[config.mk]
export PLATFORM = sky130hd
export DESIGN_NAME = div_seq_flat
export DESIGN_NICKNAME = d
export VERILOG_FILES = /design/src/rtl/div_seq_pkg.sv /design/src/rtl/div_seq_if.sv /design/src/rtl/div_seq_step.sv /design/src/rtl/div_seq.sv /design/src/flat_wrapper.sv
export SDC_FILE = /design/constraint.sdc
export NUM_CORES = 1
export LEC_CHECK = 0
export BUFFER_PORTS_ARGS = -buffer_cell sky130_fd_sc_hd__buf_4
export CELL_PAD_IN_SITES_DETAIL_PLACEMENT = 1
export CELL_PAD_IN_SITES_GLOBAL_PLACEMENT = 1
export CORE_MARGIN = 4
export CORE_UTILIZATION = 45
export CTS_CLUSTER_SIZE = 40
export DETAILED_ROUTE_END_ITERATION = 8
export PLACE_DENSITY = 0.82
export SKIP_CTS_REPAIR_TIMING = 1
export SLEW_MARGIN = 5
export SYNTH_ARGS = -nofsm -noshare
export SYNTH_HDL_FRONTEND = slang
export SYNTH_SLANG_ARGS = --single-unit
[constraint.sdc]
create_clock -name clk -period 7.1 [get_ports clk]
set_clock_uncertainty 0.1 [all_clocks]
set_input_delay 1.42 -clock clk [delete_from_list [all_inputs] [get_ports clk]]
set_output_delay 1.42 -clock clk [all_outputs]
set_load 0.05 [all_outputs]
[src/rtl/div_seq_pkg.sv]
// Shared types and sizing helpers for the multi-cycle divider sequencer.
package div_seq_pkg;

    localparam int DIV_DATA_W = 32;

    typedef enum logic [1:0] {
        DIV_FREE   = 2'b00,
        DIV_BYZERO = 2'b01,
        DIV_ON     = 2'b10,
        DIV_END    = 2'b11
    } div_state_e;

    // Counter must be able to hold DATA_W itself, not just DATA_W-1.
    function automatic int div_cnt_w(input int data_w);
        return $clog2(data_w) + 1;
    endfunction

endpackage

[src/rtl/div_seq_if.sv]
// EX-stage <-> divider handshake: operands and start/annul in, result/ready/stall out.
interface div_seq_if
    import div_seq_pkg::*;
#(
    parameter int DATA_W = DIV_DATA_W
) ();

    logic                signed_div_i;
    logic [DATA_W-1:0]   opdata1_i;
    logic [DATA_W-1:0]   opdata2_i;
    logic                start_i;
    logic                annul_i;
    logic [2*DATA_W-1:0] result_o;
    logic                ready_o;
    logic                stallreq_o;

    modport master (
        output signed_div_i, opdata1_i, opdata2_i, start_i, annul_i,
        input  result_o, ready_o, stallreq_o
    );

    modport slave (
        input  signed_div_i, opdata1_i, opdata2_i, start_i, annul_i,
        output result_o, ready_o, stallreq_o
    );

endinterface

[src/rtl/div_seq_step.sv]
// One radix-2 restoring iteration: shift a dividend bit into the partial remainder, trial-subtract.
module div_seq_step #(
    parameter int DATA_W = 32
) (
    input  logic [DATA_W-1:0] rem,
    input  logic              dividend_bit,
    input  logic [DATA_W-1:0] divisor,
    output logic [DATA_W-1:0] next_rem,
    output logic              quot_bit
);

    logic [DATA_W:0] shifted;
    logic [DATA_W:0] diff;

    // rem < divisor always holds, so diff's top bit is a clean borrow flag.
    assign shifted  = {rem, dividend_bit};
    assign diff     = shifted - {1'b0, divisor};
    assign quot_bit = ~diff[DATA_W];
    assign next_rem = quot_bit ? diff[DATA_W-1:0] : shifted[DATA_W-1:0];

endmodule

[src/rtl/div_seq.sv]
// DIV/DIVU sequencer: load magnitudes, DATA_W shift-subtract steps, sign fix-up, hold result.
module div_seq
    import div_seq_pkg::*;
#(
    parameter int DATA_W = DIV_DATA_W
) (
    input  logic      clk,
    input  logic      Rst_n,
    div_seq_if.slave  bus
);

    localparam int                CNT_W    = div_cnt_w(DATA_W);
    localparam logic [CNT_W-1:0]  CNT_LAST = CNT_W'(DATA_W);
    localparam logic [CNT_W-1:0]  CNT_ONE  = CNT_W'(1);
    localparam logic [DATA_W-1:0] ONE      = DATA_W'(1);

    div_state_e          state;
    logic [CNT_W-1:0]    cnt;
    logic [2*DATA_W-1:0] work;
    logic [DATA_W-1:0]   divisor;
    logic                neg_quot;
    logic                neg_rem;
    logic [2*DATA_W-1:0] result;
    logic                ready;
    logic [DATA_W-1:0]   step_rem;
    logic                step_qbit;
    logic [DATA_W-1:0]   cur_rem;
    logic [DATA_W-1:0]   cur_quot;

    function automatic logic [DATA_W-1:0] neg2c(input logic [DATA_W-1:0] v);
        return ~v + ONE;
    endfunction

    // Most negative value maps onto itself, which is already its correct unsigned magnitude.
    function automatic logic [DATA_W-1:0] magnitude(input logic is_signed,
                                                    input logic [DATA_W-1:0] v);
        return (is_signed && v[DATA_W-1]) ? neg2c(v) : v;
    endfunction

    assign cur_rem  = work[2*DATA_W-1:DATA_W];
    assign cur_quot = work[DATA_W-1:0];

    div_seq_step #(.DATA_W(DATA_W)) u_step (
        .rem          (cur_rem),
        .dividend_bit (work[DATA_W-1]),
        .divisor      (divisor),
        .next_rem     (step_rem),
        .quot_bit     (step_qbit)
    );

    assign bus.result_o   = result;
    assign bus.ready_o    = ready;
    assign bus.stallreq_o = bus.start_i & ~ready;

    always_ff @(posedge clk or posedge Rst_n) begin
        if (Rst_n) begin
            state    <= DIV_FREE;
            cnt      <= '0;
            work     <= '0;
            divisor  <= '0;
            neg_quot <= 1'b0;
            neg_rem  <= 1'b0;
            result   <= '0;
            ready    <= 1'b0;
        end else begin
            case (state)
                DIV_FREE: begin
                    if (bus.start_i && !bus.annul_i) begin
                        if (bus.opdata2_i == '0) begin
                            state <= DIV_BYZERO;
                        end else begin
                            state    <= DIV_ON;
                            cnt      <= '0;
                            work     <= {{DATA_W{1'b0}},
                                         magnitude(bus.signed_div_i, bus.opdata1_i)};
                            divisor  <= magnitude(bus.signed_div_i, bus.opdata2_i);
                            neg_rem  <= bus.signed_div_i & bus.opdata1_i[DATA_W-1];
                            neg_quot <= bus.signed_div_i &
                                        (bus.opdata1_i[DATA_W-1] ^ bus.opdata2_i[DATA_W-1]);
                        end
                    end
                end
                DIV_BYZERO: begin
                    if (bus.annul_i) begin
                        state <= DIV_FREE;
                    end else begin
                        state  <= DIV_END;
                        result <= '0;
                        ready  <= 1'b1;
                    end
                end
                DIV_ON: begin
                    if (bus.annul_i) begin
                        state <= DIV_FREE;
                        cnt   <= '0;
                    end else if (cnt != CNT_LAST) begin
                        // Quotient bits shift in at the bottom as dividend bits leave the top.
                        work <= {step_rem, work[DATA_W-2:0], step_qbit};
                        cnt  <= cnt + CNT_ONE;
                    end else begin
                        result <= {neg_rem  ? neg2c(cur_rem)  : cur_rem,
                                   neg_quot ? neg2c(cur_quot) : cur_quot};
                        ready  <= 1'b1;
                        state  <= DIV_END;
                    end
                end
                DIV_END: begin
                    if (!bus.start_i) begin
                        state  <= DIV_FREE;
                        ready  <= 1'b0;
                        result <= '0;
                    end
                end
                default: state <= DIV_FREE;
            endcase
        end
    end

endmodule

[src/flat_wrapper.sv]
// flat-port wrapper written by rule: the top's interface ports become plain ports
module div_seq_flat import div_seq_pkg::*;
#(
    parameter int DATA_W = DIV_DATA_W
)
  (clk, Rst_n, bus_signed_div_i, bus_opdata1_i, bus_opdata2_i, bus_start_i, bus_annul_i, bus_result_o, bus_ready_o, bus_stallreq_o);
  div_seq_if #(.DATA_W(DATA_W)) bus_i ();
  input  logic clk;
  input  logic Rst_n;
  input wire logic [$bits(bus_i.signed_div_i)-1:0] bus_signed_div_i;
  input wire logic [$bits(bus_i.opdata1_i)-1:0] bus_opdata1_i;
  input wire logic [$bits(bus_i.opdata2_i)-1:0] bus_opdata2_i;
  input wire logic [$bits(bus_i.start_i)-1:0] bus_start_i;
  input wire logic [$bits(bus_i.annul_i)-1:0] bus_annul_i;
  output wire logic [$bits(bus_i.result_o)-1:0] bus_result_o;
  output wire logic [$bits(bus_i.ready_o)-1:0] bus_ready_o;
  output wire logic [$bits(bus_i.stallreq_o)-1:0] bus_stallreq_o;
  assign bus_i.signed_div_i = bus_signed_div_i;
  assign bus_i.opdata1_i = bus_opdata1_i;
  assign bus_i.opdata2_i = bus_opdata2_i;
  assign bus_i.start_i = bus_start_i;
  assign bus_i.annul_i = bus_annul_i;
  assign bus_result_o = bus_i.result_o;
  assign bus_ready_o = bus_i.ready_o;
  assign bus_stallreq_o = bus_i.stallreq_o;
  div_seq #(.DATA_W(DATA_W)) u_core (.clk(clk), .Rst_n(Rst_n), .bus(bus_i));
endmodule
# --- Word level (Yosys, flattened, before mapping) ---
# Cells that the tools add are included.
classes:
  n_addsub: 6
  multipliers: 0
  div_mod_pow: 0
  magnitude_cmp: 0
  eq_ne: 13
  shift: 0
  muxes: 32
  bitwise_logic: 11
  n_reduce_logical: 13
op_table:
  columns: ["operator", "count"]
  rows:
  - ["two-way mux 64 bit", 8]
  - ["one-hot mux 64 bit (3 select lines)", 1]
  - ["two-way mux 32 bit", 5]
  - ["adder 32 x 1 -> 32 bit, second input constant", 4]
  - ["NOT 32 bit", 4]
  - ["one-hot mux 64 bit (2 select lines)", 1]
  - ["subtractor 33 x 32 -> 33 bit", 1]
  - ["zero test 32 bit", 1]
  - ["two-way mux 6 bit", 4]
  - ["two-way mux 2 bit", 6]
  - ["one-hot mux 6 bit (2 select lines)", 1]
  - ["!= test 2 bit, second input constant", 5]
  - ["AND reduction 5 bit", 2]
  - ["one-hot mux 2 bit (4 select lines)", 1]
  - ["adder 6 x 1 -> 6 bit, second input constant", 1]
  - ["!= test 6 bit, second input constant", 1]
  - ["AND reduction 3 bit", 2]
  - ["== test 2 bit, second input constant", 2]
  - ["two-way mux 1 bit", 4]
  - ["!= test 2 x 1 -> 1 bit, second input constant", 2]
  - ["AND reduction 4 bit", 1]
  - ["bitwise AND 1 bit", 3]
  - ["logical AND 1 bit", 3]
  - ["!= test 3 x 2 -> 1 bit, second input constant", 1]
  - ["9 further kinds", 11]
word_totals:
  ff_bits: 171
  latch_bits: 0
  mem_bits_rw: 0
  rom_bits: 0
  inputBits: 69
  out_inout_bits: 66
  word_cells: 83
  memories: 0

# --- Longest topological paths before layout ---
depth:
  depth_word: 6
  depth_mapped: 13
  mapped_depth_nobuf: 12

# --- Hierarchy ---
# From an unflattened synthesis, not the netlist that was laid out.
hier_totals:
  cells_unflattened: 1334
  area_unflattened_um2: 12210.5
modules_own_cells:
  columns: ["module", "n_inst", "cells_per_inst", "area_per_inst_um2", "seq_area_each_um2"]
  rows:
  - ["div_seq", 1, 1025, 9893.2, 4279.1]
  - ["div_seq_step", 1, 309, 2317.2, 0.0]

# --- Worst setup path after synthesis ---
# OpenSTA, ideal clock, no wires.
synth_path:
  path_kind: "input to output"
  from: "in bus_start_i"
  to: "out bus_stallreq_o"
  arrival_time_ns: 2.127
  t_required_ns: 5.580
  setup_slack_ns: 3.453
  path_stages: 1
  n_path_buf: 0
  path_cell_list: "nor2b_1"
synth_via:
  elab_chain_len: 1
synth_rtl:
  columns: ["item", "line_no", "rtl"]
  rows:
  - ["start, declared", "flat_wrapper.sv:13", "input wire logic [$bits(bus_i.start_i)-1:0] bus_start_i;"]
  - ["bitwise AND 1 bit", "div_seq.sv:53", "assign bus.stallreq_o = bus.start_i & ~ready;"]
  - ["end, declared", "flat_wrapper.sv:17", "output wire logic [$bits(bus_i.stallreq_o)-1:0] bus_stallreq_o;"]
# No other way between the ends.

# --- Worst setup path in the final report ---
layout_path:
  from: "in bus_opdata2_i[5]"
  to: "reg u_core.work[0]"
layout_via:
  elab_chain_len: 3
layout_rtl:
  columns: ["item", "line_no", "rtl"]
  rows:
  - ["start, declared", "flat_wrapper.sv:12", "input wire logic [$bits(bus_i.opdata2_i)-1:0] bus_opdata2_i;"]
  - ["zero test 32 bit", "div_seq.sv:69", "if (bus.opdata2_i == '0) begin"]
  - ["!= test 2 bit (no line)", null, null]
  - ["AND reduction 5 bit (no line)", null, null]
  - ["end signal, assigned", "div_seq.sv:74", "work <= {{DATA_W{1'b0}},"]
  - ["end signal, assigned", "div_seq.sv:98", "work <= {step_rem, work[DATA_W-2:0], step_qbit};"]
  - ["end, declared", "div_seq.sv:19", "logic [2*DATA_W-1:0] work;"]
# No other way between the ends.
# A chain may end at the register's enable or synchronous reset.

==> impl_metrics.toml <==
[logic_synthesis]
synth_common_cells = "nand2_1 (219), dfrtp_1 (171), o21ai_0 (120)"
yosys.area.top_type = "dfrtp_1"
synth.top_cell.area_share_pct = 37.93
syn_area_mm2 = 0.01128
synth_edf_count = 0
ys_warn_count = 0
ys_async_sr_fraction_pct = 100.0
avgSynthCellArea_um2 = 8.406
synth.yosys.seq_area_share_pct = 37.93
synth_nets = 1454
yosys-top-cells-area = "dfrtp_1 (38%), xor2_1 (7.5%), nand2_1 (7.3%), o21ai_0 (5.3%), a21oi_1 (4.7%)"
synth_most_common_cell = "nand2_1"
synth_seq_cells = 171
synth.distinct_cells = 74
yosys_most_used_dff = "dfrtp_1"
syn_inst = 1342

[clock_tree]
ctsHtreeMaxLevel = 4
path_clk_slew_ps = 70
cts_sinks = 171
cts_tree = "built"
cts-root-buf = "clkbuf_16"
worstSkewPairLatency_ps = 440
numCtsBuffers = 17
cts_buffer_depth = 2

[critical_path]
cp-start-kind = "input port"
required_ps = 7360
path_max_fanout = 59
endpoint_kind = "flip-flop"
setup.worst_path.class = "input port to flip-flop"
worst_ep_arrival_time_ps = 4760

[sta]
hold_viol = 0
relSlewSlack_pct = 20.82
fmax_mhz = 222.5
rsz0062_at_grt = "false"
worst_slew_pin_slew_ps = 1186
setup_tns_ps = 0
period_needed_ps = 4494
slew_viol_final = 0
hold_ws_ps = 378.5
setup-violations-final = 0
period_share_pct = 63.30

[die]
fp.dieH_um = 166.3
num_io_pins = 135
dieArea_mm2 = 0.02767
row_count = 57
initial_core_util_pct = 46.12
die_x_um = 166.3
core_area_mm2 = 0.02446

[finish]
drive_gt1_share_pct = 14.04
syn2layout_area_growth_pct = 15.25
final_area_mm2 = 0.01300
nNetsFinal = 1552
n_antenna_cell = 0

[detailed_routing]
ant_nets = 0
routed_wl_um = 31910
drcViolationCount = 0
wl_met3_um = 1465
drt_iter0_drc = 579
drt-pass1-iter-count = 5
dr_wl_met2_um = 13540
vias = 9979
via_per_inst = 5.616
wl_per_cell_um = 17.96
route.top_layer_used = "met4"
met1Wirelength_um = 16610

[power_and_ir_drop]
power_density_mw_per_mm2 = 327.8
peakVddDrop_mv = 0.1939
leakage_nw = 5.812

[placed_design]
dpl-instance-area_mm2 = 0.01246
port_buffers = 134
gp_congestion = 0.8975
post-dp-hpwl_um = 23960

[global_route]
grt_pass1_wl_um = 52640
antenna_found_initial = 0
grt_overflow_total = 0
grt_usage_pct = 22.83
first_global_vias = 10030
grt_max_degree = 108

[job]
drv_cap = 0

[run_status]
status = "finished clean"

[worst_hold_path]
min_path_type = "flip-flop to flip-flop"
[registers in the layout (all words and copies together) (netlist names)]
name,count
u_core.bus.ready_o,1
u_core.divisor,32
u_core.work,64
u_core.cnt,6
u_core.bus.result_o,64
u_core.neg_rem,1
u_core.neg_quot,1
u_core.state,2
[path summary, 6_finish.rpt]
path,cells after the start,endpoint,start,slack [ps]
hold / removal,2,u_core.bus.result_o[48]$_DFFE_PP0P_,u_core.bus.result_o[48]$_DFFE_PP0P_,380
min in group asynchronous,2,u_core.bus.result_o[19]$_DFFE_PP0P_,Rst_n,1080
hold reg to reg,2,u_core.bus.result_o[48]$_DFFE_PP0P_,u_core.bus.result_o[48]$_DFFE_PP0P_,380
setup reg to reg,13,u_core.work[35]$_DFFE_PP0P_,u_core.work[31]$_DFFE_PP0P_,3170
setup / recovery,10,u_core.work[0]$_DFFE_PP0P_,bus_opdata2_i[5],2610
max in group asynchronous,3,u_core.work[24]$_DFFE_PP0P_,Rst_n,4400
[cell usage in the layout, fill, tap and decap left out, types with 12 or more instances in the layout]
cell and count:
a21oi_1 107, buf_4 140, clkbuf_16 17, dfrtp_1 171, ha_1 41, inv_1 57, mux2i_1 32, nand2_1 218
nand3_1 12, nor2_1 95, nor3_1 17, o21ai_0 120, o21ai_1 65, o31ai_1 28, o41ai_1 16, or3_1 15
xnor2_1 44, xor2_1 97
[cell type report]
cell class	instances	area, um2
tap	324	405.4
inverter	58	222.7
multi-input combinational	1052	6497
sequential	171	4279
fill	2938	11460
clock inverter	12	88.84
timing repair buffer	140	1051
clock buffer	20	456.7
[power by group]
part | internal, mW | total [mW] | leakage (nW) | switching (mW)
clock | 0.469 | 0.879 | 0.260 | 0.410
combinational | 0.678 | 1.92 | 3.30 | 1.25
sequential | 1.17 | 1.46 | 2.25 | 0.284
[worst max-delay path, cell delays in order]
cell,delay (ps)
buf_4,120
nor4_2,460
nand4_1,380
nor3_4,360
nand3_2,240
a21oi_2,270
a2111o_2,800
buf_4,480
nand2_1,110
o21ai_1,90
[cells by family (layout without fill, tap and decap cells)]
kind of cell / after synthesis / in the layout / share of synthesized area [%]
AOI/OAI and AO/OA: 393 / 393 / 20.44
xor gates and xnor gates: 142 / 142 / 11.19
adders and majority gates: 43 / 43 / 4.836
buffers and inverters: 119 / 230 / 4.647
DFF: 171 / 171 / 37.93
muxes: 34 / 34 / 3.039
and+or+nand+nor: 440 / 440 / 17.91
[metal layers]
| metal | vias up | global-route usage [%] |
|---|---|---|
| met2 | 212 | 33.29 |
| met1 | 4854 | 36.02 |
| met4 | 0 | 4.482 |
| li1 | 4889 | - |
| met3 | 24 | 3.475 |
| met5 | - | 0 |
[through the flow]
stage / cells / setup slack [ps] / total power [mW] / utilization, %
5_1_grt: 1777 / 2292 / 4.590 / 53.15
6_report: 1777 / 2606 / 4.261 / 53.15
4_1_cts: 1777 / 2659 / 4.268 / 53.15
3_5_place_dp: 1745 / 2201 / 3.370 / 50.92
3_3_place_gp: 1745 / 2348 / 3.273 / 50.92
2_1_floorplan: 1342 / 948.2 / 2.843 / -
No activity file was read; power rests on OpenSTA's default activity.
